## config.mk

```make
export PLATFORM = sky130hd
export DESIGN_NAME = seq_mdu_alu_flat
export DESIGN_NICKNAME = d
export VERILOG_FILES = /design/src/rtl/seq_mdu_alu_if.sv /design/src/rtl/seq_mdu_alu.sv /design/src/flat_wrapper.sv
export SDC_FILE = /design/constraint.sdc
export NUM_CORES = 1
export LEC_CHECK = 0
export CELL_PAD_IN_SITES_DETAIL_PLACEMENT = 0
export CELL_PAD_IN_SITES_GLOBAL_PLACEMENT = 1
export CORE_MARGIN = 4
export CORE_UTILIZATION = 30
export DETAILED_ROUTE_END_ITERATION = 8
export GPL_TIMING_DRIVEN = 0
export PLACE_DENSITY_LB_ADDON = 0.1
export SYNTH_ARGS = -nofsm -noshare
export SYNTH_HDL_FRONTEND = slang
export SYNTH_SLANG_ARGS = --single-unit
export TNS_END_PERCENT = 50
```

## constraint.sdc

```tcl
create_clock -name clk -period 17.35 [get_ports clk]
set_input_delay 3.47 -clock clk [delete_from_list [all_inputs] [get_ports clk]]
set_output_delay 3.47 -clock clk [all_outputs]
set_load 0.01 [all_outputs]
```

## src/rtl/seq_mdu_alu_if.sv

```systemverilog
// Handshake bundle for seq_mdu_alu: operand side (in_*) and result side (out_*).
interface seq_mdu_alu_if #(
  parameter int W   = 32,
  parameter int OPW = 4
);
  logic                  in_valid;
  logic                  in_ready;
  logic [OPW-1:0]        op;
  logic signed [W-1:0]   a;
  logic signed [W-1:0]   b;
  logic                  out_valid;
  logic                  out_ready;
  logic signed [2*W-1:0] result;
  logic                  zero;

  modport master (
    output in_valid, op, a, b, out_ready,
    input  in_ready, out_valid, result, zero
  );

  modport slave (
    input  in_valid, op, a, b, out_ready,
    output in_ready, out_valid, result, zero
  );
endinterface

```

## src/rtl/seq_mdu_alu.sv

```systemverilog
// Multi-cycle EX-stage ALU: single-cycle logic/arith ops plus iterative
// shift-add signed multiply and restoring signed divide on operand magnitudes.
module seq_mdu_alu #(
  parameter int W   = 32,
  parameter int OPW = 4
) (
  input logic         clk,
  input logic         rst,
  seq_mdu_alu_if.slave bus
);
  localparam int RW = 2 * W;
  localparam int CW = $clog2(W);

  localparam logic [OPW-1:0] OP_ADD = OPW'(0);
  localparam logic [OPW-1:0] OP_SUB = OPW'(1);
  localparam logic [OPW-1:0] OP_AND = OPW'(2);
  localparam logic [OPW-1:0] OP_OR  = OPW'(3);
  localparam logic [OPW-1:0] OP_XOR = OPW'(4);
  localparam logic [OPW-1:0] OP_SLT = OPW'(5);
  localparam logic [OPW-1:0] OP_MUL = OPW'(6);
  localparam logic [OPW-1:0] OP_DIV = OPW'(7);
  localparam logic [OPW-1:0] OP_EQ  = OPW'(8);
  localparam logic [OPW-1:0] OP_NE  = OPW'(9);

  typedef enum logic [2:0] {IDLE, EXEC, MUL, DIV, FIX, DONE} state_t;

  state_t                state, state_nx;
  logic [CW-1:0]         cnt;
  logic                  fix_pend;
  logic signed [RW-1:0]  result_r;
  logic                  zero_r;

  logic [OPW-1:0]        op_r;
  logic signed [W-1:0]   a_r, b_r;
  logic [W-1:0]          ma, mb;
  logic [RW-1:0]         acc;

  logic signed [RW-1:0]  exec_res;
  logic                  exec_zero;
  logic [RW-1:0]         fix_val;
  logic [W:0]            mul_sum, div_sh, div_diff;

  function automatic logic [W-1:0] sign_w(input logic [W-1:0] m, input logic neg);
    return neg ? (~m + 1'b1) : m;
  endfunction

  function automatic logic [RW-1:0] sign_2w(input logic [RW-1:0] m, input logic neg);
    return neg ? (~m + 1'b1) : m;
  endfunction

  function automatic logic [W-1:0] mag(input logic [W-1:0] v);
    return sign_w(v, v[W-1]);
  endfunction

  assign bus.in_ready  = (state == IDLE);
  assign bus.out_valid = (state == DONE);
  assign bus.result    = result_r;
  assign bus.zero      = zero_r;

  // acc holds {partial product high, multiplier} for MUL and {remainder, quotient} for DIV
  assign mul_sum  = {1'b0, acc[RW-1:W]} + {1'b0, (acc[0] ? ma : {W{1'b0}})};
  assign div_sh   = {acc[RW-1:W], acc[W-1]};
  assign div_diff = div_sh - {1'b0, mb};

  always_comb begin
    exec_res  = '0;
    exec_zero = 1'b0;
    case (op_r)
      OP_ADD: exec_res = RW'(a_r) + RW'(b_r);
      OP_SUB: exec_res = RW'(a_r) - RW'(b_r);
      OP_AND: exec_res = RW'(a_r & b_r);
      OP_OR:  exec_res = RW'(a_r | b_r);
      OP_XOR: exec_res = RW'(a_r ^ b_r);
      OP_SLT: exec_res = RW'(a_r < b_r);
      OP_EQ:  exec_zero = (a_r == b_r);
      OP_NE:  exec_zero = (a_r != b_r);
      default: ;
    endcase
  end

  // Division by zero overrides the iterated value; MIN/-1 wraps naturally.
  always_comb begin
    fix_val = acc;
    if (op_r == OP_MUL)
      fix_val = sign_2w(acc, a_r[W-1] ^ b_r[W-1]);
    else if (mb == '0)
      fix_val = {a_r, {W{1'b1}}};
    else
      fix_val = {sign_w(acc[RW-1:W], a_r[W-1]), sign_w(acc[W-1:0], a_r[W-1] ^ b_r[W-1])};
  end

  always_comb begin
    state_nx = state;
    case (state)
      IDLE: if (bus.in_valid)
              state_nx = (bus.op == OP_MUL) ? MUL : (bus.op == OP_DIV) ? DIV : EXEC;
      EXEC: state_nx = DONE;
      MUL,
      DIV:  if (cnt == CW'(W - 1)) state_nx = FIX;
      FIX:  if (fix_pend) state_nx = DONE;
      DONE: if (bus.out_ready) state_nx = IDLE;
      default: state_nx = IDLE;
    endcase
  end

  always_ff @(posedge clk or posedge rst) begin
    if (rst) begin
      state    <= IDLE;
      cnt      <= '0;
      fix_pend <= 1'b0;
      result_r <= '0;
      zero_r   <= 1'b0;
    end else begin
      state    <= state_nx;
      cnt      <= (state == MUL || state == DIV) ? cnt + 1'b1 : '0;
      // FIX spends one cycle on sign correction and one to publish the result
      fix_pend <= (state == FIX) && !fix_pend;
      if (state == EXEC) begin
        result_r <= exec_res;
        zero_r   <= exec_zero;
      end else if (state == FIX && fix_pend) begin
        result_r <= acc;
        zero_r   <= 1'b0;
      end
    end
  end

  always_ff @(posedge clk) begin
    case (state)
      IDLE: if (bus.in_valid) begin
              op_r <= bus.op;
              a_r  <= bus.a;
              b_r  <= bus.b;
              ma   <= mag(bus.a);
              mb   <= mag(bus.b);
              acc  <= {{W{1'b0}}, (bus.op == OP_DIV) ? mag(bus.a) : mag(bus.b)};
            end
      MUL:  acc <= {mul_sum, acc[W-1:1]};
      DIV:  acc <= div_diff[W] ? {div_sh[W-1:0], acc[W-2:0], 1'b0}
                               : {div_diff[W-1:0], acc[W-2:0], 1'b1};
      FIX:  if (!fix_pend) acc <= fix_val;
      default: ;
    endcase
  end
endmodule
```

## src/flat_wrapper.sv

```systemverilog
// flat-port wrapper written by rule: the top's interface ports become plain ports
module seq_mdu_alu_flat 
#(
  parameter int W   = 32,
  parameter int OPW = 4
)
  (clk, rst, bus_in_valid, bus_op, bus_a, bus_b, bus_out_ready, bus_in_ready, bus_out_valid, bus_result, bus_zero);
  seq_mdu_alu_if #(.W(W), .OPW(OPW)) bus_i ();
  input logic clk;
  input logic rst;
  input wire logic [$bits(bus_i.in_valid)-1:0] bus_in_valid;
  input wire logic [$bits(bus_i.op)-1:0] bus_op;
  input wire logic [$bits(bus_i.a)-1:0] bus_a;
  input wire logic [$bits(bus_i.b)-1:0] bus_b;
  input wire logic [$bits(bus_i.out_ready)-1:0] bus_out_ready;
  output wire logic [$bits(bus_i.in_ready)-1:0] bus_in_ready;
  output wire logic [$bits(bus_i.out_valid)-1:0] bus_out_valid;
  output wire logic [$bits(bus_i.result)-1:0] bus_result;
  output wire logic [$bits(bus_i.zero)-1:0] bus_zero;
  assign bus_i.in_valid = bus_in_valid;
  assign bus_i.op = bus_op;
  assign bus_i.a = bus_a;
  assign bus_i.b = bus_b;
  assign bus_i.out_ready = bus_out_ready;
  assign bus_in_ready = bus_i.in_ready;
  assign bus_out_valid = bus_i.out_valid;
  assign bus_result = bus_i.result;
  assign bus_zero = bus_i.zero;
  seq_mdu_alu #(.W(W), .OPW(OPW)) u_core (.clk(clk), .rst(rst), .bus(bus_i));
endmodule
```

After elaboration in Yosys (flattened, before gate mapping)
Index checks and enable logic that the tools add are counted.
Widths: inputs -> output; s select.

operators by class
  add/sub/neg operators = 10
  magnitude comparators = 1
  equality and inequality tests = 26
  multiplexer cells = 27
  bitwise logic cells = 9
  reduce and logical (&&, ||, !) cells = 14

operator list
  kind                   count
  $mux 64                8
  $pmux 64 s6            1
  $pmux 64 s4            1
  $mux 32                6
  $add 32x1->32 const B  4
  $not 32->32            4
  $add 32x32->33         2
  $add 64x1->64 const B  1
  $not 64->64            1
  $sub 32x32->33         1
  $sub 33x32->33         1
  $and 32x32->32         1
  $eq 32x32->1           1
  $logic_not 32->1       1
  $lt 32x32->1           1
  $ne 32x32->1           1
  $or 32x32->32          1
  $xor 32x32->32         1
  $eq 4x3->1 const B     5
  $mux 3                 5
  $pmux 3 s5             1
  $reduce_and 5->1       2
  $eq 4x2->1 const B     2
  $eq 4x4->1 const B     2
  other kinds (26)       33

storage, ports and cells
  register bits = 270
  input port bits = 72
  output and inout bits = 67

Longest topological paths before layout
Gate-level depths: netlist of the first run.

  depth after elaboration = 7
  gate-level depth with buffers = 16

Worst setup path before layout of the first run
OpenSTA, ideal clock, no wires.

  path kind = input to register
  start point = in bus_in_valid
  end point = reg u_core.a_r[10] (enable)
  arrival = 8.880 ns
  required time = 16.729 ns
  setup slack = 7.849 ns
  cell stages on the path = 2
  path through = inv_1 > nor2_1

between the ends
  word-level cells in the longest chain between the ends = 1

RTL lines
  element                            line                RTL
  start, declared                    flat_wrapper.sv:11  input wire logic [$bits(bus_i.in_valid)-1:0] bus_in_valid;
  $reduce_and 2->1 (no source line)  --
  end signal, assigned               seq_mdu_alu.sv:132  a_r <= bus.a;
  end, declared                      seq_mdu_alu.sv:34   logic signed [W-1:0] a_r, b_r;

No other way between the ends.
A chain may end at the register's enable or synchronous reset.

Worst setup path in the final report of the first run
  start point = in bus_a[8]
  end point = reg u_core.acc[31], data pin

between the ends
  word-level cells in the longest chain between the ends = 6

RTL lines
  element               line                RTL
  start, declared       flat_wrapper.sv:13  input wire logic [$bits(bus_i.a)-1:0] bus_a;
  $not 32->32           seq_mdu_alu.sv:44   return neg ? (~m + 1'b1) : m;
  $add 32x1->32         seq_mdu_alu.sv:44
  $mux 32               seq_mdu_alu.sv:44
  $mux 32               seq_mdu_alu.sv:136  acc <= {{W{1'b0}}, (bus.op == OP_DIV) ? mag(bus.a) : mag(bus.b)};
  $mux 64               seq_mdu_alu.sv:130  IDLE: if (bus.in_valid) begin
  $pmux 64 s4           seq_mdu_alu.sv:129  case (state)
  end signal, assigned  seq_mdu_alu.sv:136
  end signal, assigned  seq_mdu_alu.sv:138  MUL: acc <= {mul_sum, acc[W-1:1]};
  end signal, assigned  seq_mdu_alu.sv:139  DIV: acc <= div_diff[W] ? {div_sh[W-1:0], acc[W-2:0], 1'b0}
  end, declared         seq_mdu_alu.sv:36   logic [RW-1:0] acc;

No other way between the ends. The select of a mux whose other input is x is not followed.

==> results of run 1 <==
==> cell type report <==
cell class	count	area (um^2)	area share [%]
diodes	2	5.00	0.0189
clock inverters	22	350	1.32
clock buffers	45	1010	3.81
flip-flops and latches	268	7680	29.0
plain buffers	138	542	2.05
well taps	959	1200	4.54
multi-input cells	2018	13500	51.0
inverters	169	637	2.41
repair buffers	146	1540	5.81
==> sequential cells by signal, summed over array words and instances (netlist names), 3 cells and up <==
signal and cells:
u_core.cnt 5, u_core.mb 32, u_core.ma 32, u_core.state 3, u_core.b_r 31, u_core.a_r 31, u_core.acc 64, u_core.bus.result 64
u_core.op_r 4
==> Yosys cell counts (all sizes together), types with 47 or more instances <==
cell,n,area [um^2]
o21ai,192,972
edfxtp,194,5830
dfrtp,74,1850
xor2,49,429
mux2i,57,571
a21o,47,353
xnor2,120,1050
ha,169,2110
nand2,226,848
nand3,112,566
nor2,201,754
nor3,63,315
a21oi,211,1060
clkbuf,125,469
inv,169,634
==> cell usage in the layout, fill, tap and decap left out, drive strengths merged, types with 57 or more instances in the layout <==
cell type,Yosys,final
edfxtp,194,194
clkdlybuf4s50,0,138
nand2,226,226
nor2,201,201
inv,169,170
nor3,63,63
xnor2,120,120
dfrtp,74,74
o21ai,192,192
clkbuf,125,170
ha,169,169
nand3,112,112
a21oi,211,211
mux2i,57,57
==> through the flow <==
stage | worst slack [ns] | power (W)
global route | 10.37 | 0.00445
finish | 10.26 | 0.00421
floorplan | 7.85 | 0.00238
detailed placement | 9.96 | 0.00331
global placement | 4.25 | 0.00330
CTS | 10.59 | 0.00421
==> worst paths after layout <==
kind,end,cells after the start,from,slack [ns]
min,u_core.cnt[0],1,u_core.cnt[0],0.46
min reg2reg,u_core.cnt[0],1,u_core.cnt[0],0.46
max,u_core.acc[31],7,bus_a[8],10.26
min in group asynchronous,u_core.bus.result[28],2,rst,3.21
max reg2reg,u_core.acc[62],14,u_core.acc[0],11.29
max in group asynchronous,u_core.bus.result[41],3,rst,13.49
==> routing by layer <==
metal | share of wire [%] | wire [um]
met1 | 46 | 51200
met4 | 2.7 | 2930
met3 | 8.4 | 9290
met5 | 0 | 0
met2 | 43 | 46900
==> worst max-delay path, stage by stage <==
cell	delay (ns)
clkdlybuf4s50_1	0.47
or4_1	0.62
nor4_1	1.17
nand4_1	0.54
nor4b_1	0.79
mux2i_1	0.20
o221ai_1	0.23
==> power groups by stage <==
stage                     logic [W]  registers [W]  clock network (W)
after global placement      0.00213        0.00117                  0
after detailed placement    0.00216        0.00114                  0
after CTS                   0.00217        0.00113           0.000899
after global routing        0.00237        0.00115           0.000925
final                       0.00220        0.00113           0.000881
after floorplan             0.00129        0.00109                  0
==> cells by family (layout without fill, tap and decap cells) <==
group,Yosys count,in the layout,share of synthesized area (%)
fa+ha+maj,173,173,9.84
other cells,0,2,0
flops,268,268,34.4
simple gates,824,824,17.9
compound gates,790,790,23.1
buf+inv,307,520,5.27
xor+xnor,169,169,6.64
mux,62,62,2.81
==> flow_summary.toml, run 1 <==
[clock_network]
clk_pin_slew_ns = 0.06
postCtsSetupBuffers = 0
ctsHoldBuffers = 0
cts_tree = "yes"
insertion_delay_ns = 0.58
cts_sinks = 268
ctsResizeCount = 0
h-tree-depth = 2
cts_made_buffers = 37
clockBufferDepth = 3
cts-root-buf = "clkbuf_16"

[yosys]
syn_nets = 2838
syn_area_um2 = 22300
synth_top_flop_cell = "edfxtp_1"
ys_seq_elements = 268
yosys_warnings = 0
synth_cells = 2593
seq_area_frac_synth_pct = 34.4
ys_types = 89
synth_edf_count = 194
synth_area_per_cell_um2 = 8.60
synthArstFlopShare_pct = 27.6

[floorplan]
ioPinCount = 139
initial_core_util_pct = 30.4
die-area_um2 = 78800
core-area_um2 = 73300
placementRows = 99
dieWidth_um = 281
die_y_um = 281

[sta]
finalHoldViolations = 0
holdWs_ns = 0.460
clock.fmax_ghz = 0.141
drv_slew = 0
skew_ns = 0.0258
finalSetupViolCount = 0
tightest_slew_ns = 1.49
rsz0062_at_grt = "no"
setup-tns-final_ns = 0
min_period_ns = 7.09
period_share_pct = 40.9
relSlewSlack_pct = 0.612

[place]
place_hpwl_um = 87500
place.port_buffers = 138
dpl_cell_area_um2 = 25100
place_inst = 3698
routabilityCongestion = 0.946

[drt]
postRouteAntennaNets = 0
drt_iter0_drc = 2333
wire_per_inst_um = 29.3
routed_wirelength_um = 110000
via_per_inst = 5.89
drc = 0
vias = 22200
first_pass_iters = 6

[power]
p_sw_w = 0.00197
seq_power_share_pct = 26.9
p_leak_nw = 10.5
p_sw_share_pct = 46.7
vdd_ir_drop_max_mv = 0.0736
p_clk_share_pct = 20.9
pwr-share-comb_pct = 52.1
power_density_nw_per_um2 = 159
intPower_w = 0.00225

[global_routing]
grt_pass1_vias = 20800
grt_pass1_wl_um = 155000
track_usage_pct = 27.2
overflow = 0
antenna_found_initial = 2
grt_start_max_net_pins = 56
grt.busiest_layer = "met2"
met3_usage_pct = 4.93
grt_util_met2_pct = 41.1
use_met1_pct = 40.1

[setup_path]
cp-start-kind = "input port"
worst-endpoint-arrival_ns = 7.50
critPathKind = "input port to register"
worstPathRequired_ns = 17.76
worst_setup_path_end_kind = "register"
critPathMaxFanout = 5

[min_path]
hold_path_class = "register to register"

[outcome]
outcome = "complete, but fails checks"
violations = "capacitance limit"

[final_layout]
syn_to_final_growth_pct = 18.6
final_core_utilization_pct = 36.1
layout-drive-gt1-share_pct = 4.24
fin_cells = 3767
final_cell_area_um2 = 26400
nNetsFinal = 3023
n_fill_cell = 7656

[run]
timing.max_cap.violations = 1
Note: power is estimated with default switching activity, not from simulation.
==> run 2, diff against run 1 <==
- clock period: 17.35 -> 5.75 ns (I/O delays scaled with it)
==> run 2 against run 1 <==
Against the previous run: the run now ends clean; largest cell class unchanged; global-route usage is 0.22 points higher; sequential share of layout area about the same; critical path type is now register to register; register-to-register slack lost 11 ns; utilization hardly changed; cell area fell by 0.12%; clock skew is 0.0086 ns lower; count of clock-buffer cells in the layout is 1 lower; total power grew to 3.0 times the previous value; largest power group unchanged; worst hold slack better by 0.0031 ns.
==> flow_summary.toml, run 2 (synthesis gave the netlist of run 1 again) <==
[sta]
holdWs_ns = 0.463
tightest_slew_ns = 1.44
drv_slew = 0
skew_ns = 0.0172
finalSetupViolCount = 0
finalHoldViolations = 0
clock.fmax_ghz = 0.180
period_share_pct = 96.7
setup-tns-final_ns = 0
relSlewSlack_pct = 3.80
min_period_ns = 5.56
rsz0062_at_grt = "no"

[clock_network]
clockBufferDepth = 3
cts_sinks = 268
h-tree-depth = 2
cts_tree = "yes"
clk_pin_slew_ns = 0.06
cts_made_buffers = 38
cts-root-buf = "clkbuf_16"
insertion_delay_ns = 0.59

[floorplan]
ioPinCount = 139
dieWidth_um = 281
initial_core_util_pct = 30.4
die-area_um2 = 78800
die_y_um = 281
core-area_um2 = 73300
placementRows = 99

[global_routing]
grt_start_max_net_pins = 58
antenna_found_initial = 4
grt_pass1_vias = 20900
track_usage_pct = 27.4
overflow = 0
grt_pass1_wl_um = 155000

[place]
place.port_buffers = 138
routabilityCongestion = 0.896
place_hpwl_um = 88100
place_inst = 3698

[setup_path]
reg2reg_to = "u_core.acc[58]"
critPathKind = "register to register"
worst-endpoint-arrival_ns = 5.98
path_cells = "ha_1 -> inv_1 -> fa_1 -> a211oi_1 -> o21ai_0 -> and3_1 -> o211ai_1 -> a31oi_1 -> o21ai_0 -> a211o_1 -> clkbuf_1 -> buf_2 -> nand2_1 -> o221ai_1"
r2r-start = "u_core.mb[0]"
worstPathRequired_ns = 6.17
rr_worst_depth = 14
cp_common_cell = "o21ai_0"
reg2reg_slack_ns = 0.19
critPathMaxStageDelay_ns = 0.67
worst_setup_path_end_kind = "register"
critPathMaxFanout = 10
cp-start-kind = "register"
worst_path_max_delay_cell = "edfxtp_1"

[outcome]
outcome = "finished clean"

[final_layout]
syn_to_final_growth_pct = 18.4
fin_cells = 3770
final_core_utilization_pct = 36.0
final_cell_mix = "226 x nand2_1, 209 x a21oi_1, 200 x nor2_1, 194 x edfxtp_1, 189 x o21ai_0"
layout-drive-gt1-share_pct = 4.34
n_antenna_cell = 0
nNetsFinal = 3026
layout_commonest_cell = "nand2_1"

[drt]
vias = 22100
drt_iter0_drc = 2540
drc = 0
postRouteAntennaNets = 0
wire_per_inst_um = 29.5
routed_wirelength_um = 111000
via_per_inst = 5.87
first_pass_iters = 6

[power]
vdd_ir_drop_max_mv = 0.240
power_density_nw_per_um2 = 480
p_leak_nw = 10.5

[min_path]
hold_path_class = "register to register"
min_to = "u_core.cnt[0]"
min_from = "u_core.cnt[0]"
min_path_cells = 1

[run]
timing.max_cap.violations = 0
run 2: metrics by stage:
stage	setup WS, ns	instance area (um^2)	total power (W)
2_1_floorplan	0.732	22300	0.00718
3_3_place_gp	-1.86	24900	0.00995
3_5_place_dp	-0.0805	25100	0.0100
4_1_cts	0.0755	26400	0.0126
5_1_grt	0.00396	26400	0.0134
6_report	0.188	26400	0.0127
run 2: per-layer routing:
layer	wire length, um	vias up	GRT usage, %
li1	-	9947	-
met2	46400	1006	40.6
met5	0	-	0
met3	8990	153	5.87
met1	52000	11000	39.8
met4	3780	0	8.51
run 2: timing repair:
item	CTS	global route
endpoints found under the setup margin	3	7
setup buffers	0	3
cloned	0	0
hold buffers	0	0
gates resized for setup	1	2
run 2: worst max-delay path by stage:
stage	start	to	slack, ns	cells after the start
after floorplan	bus_in_valid	u_core.a_r[10]	0.73	2
after global placement	bus_in_valid	u_core.b_r[13]	-1.86	3
after detailed placement	u_core.acc[0]	u_core.acc[62]	-0.08	14
after CTS	u_core.acc[0]	u_core.acc[62]	0.08	14
after global routing	u_core.mb[0]	u_core.acc[53]	0.004	14
final	u_core.mb[0]	u_core.acc[58]	0.19	14
run 2: critical path, delay by kind of cell, from the launching register on:
kind	cells	cell delay (ns)
adders and majority gates	2	0.82
and+or+nand+nor	2	0.60
AOI/OAI and AO/OA	7	2.30
buffers and inverters	3	1.00
DFF	1	0.67
run 2: cell type report:
cell class                 instances  area (um^2)
buffer                           137          539
clock inverter                    26          304
tap                              959         1200
sequential                       268         7680
fill                            7600        46900
clock buffer                      44          995
multi-input combinational       2018        13500
inverter                         169          637
timing repair buffer             149         1570
run 2: report_power, final:
part | switching (W) | internal [W] | total (W)
combinational | 0.00427 | 0.00242 | 0.00668
clock | 0.00104 | 0.00152 | 0.00256
sequential | 0.000668 | 0.00276 | 0.00343
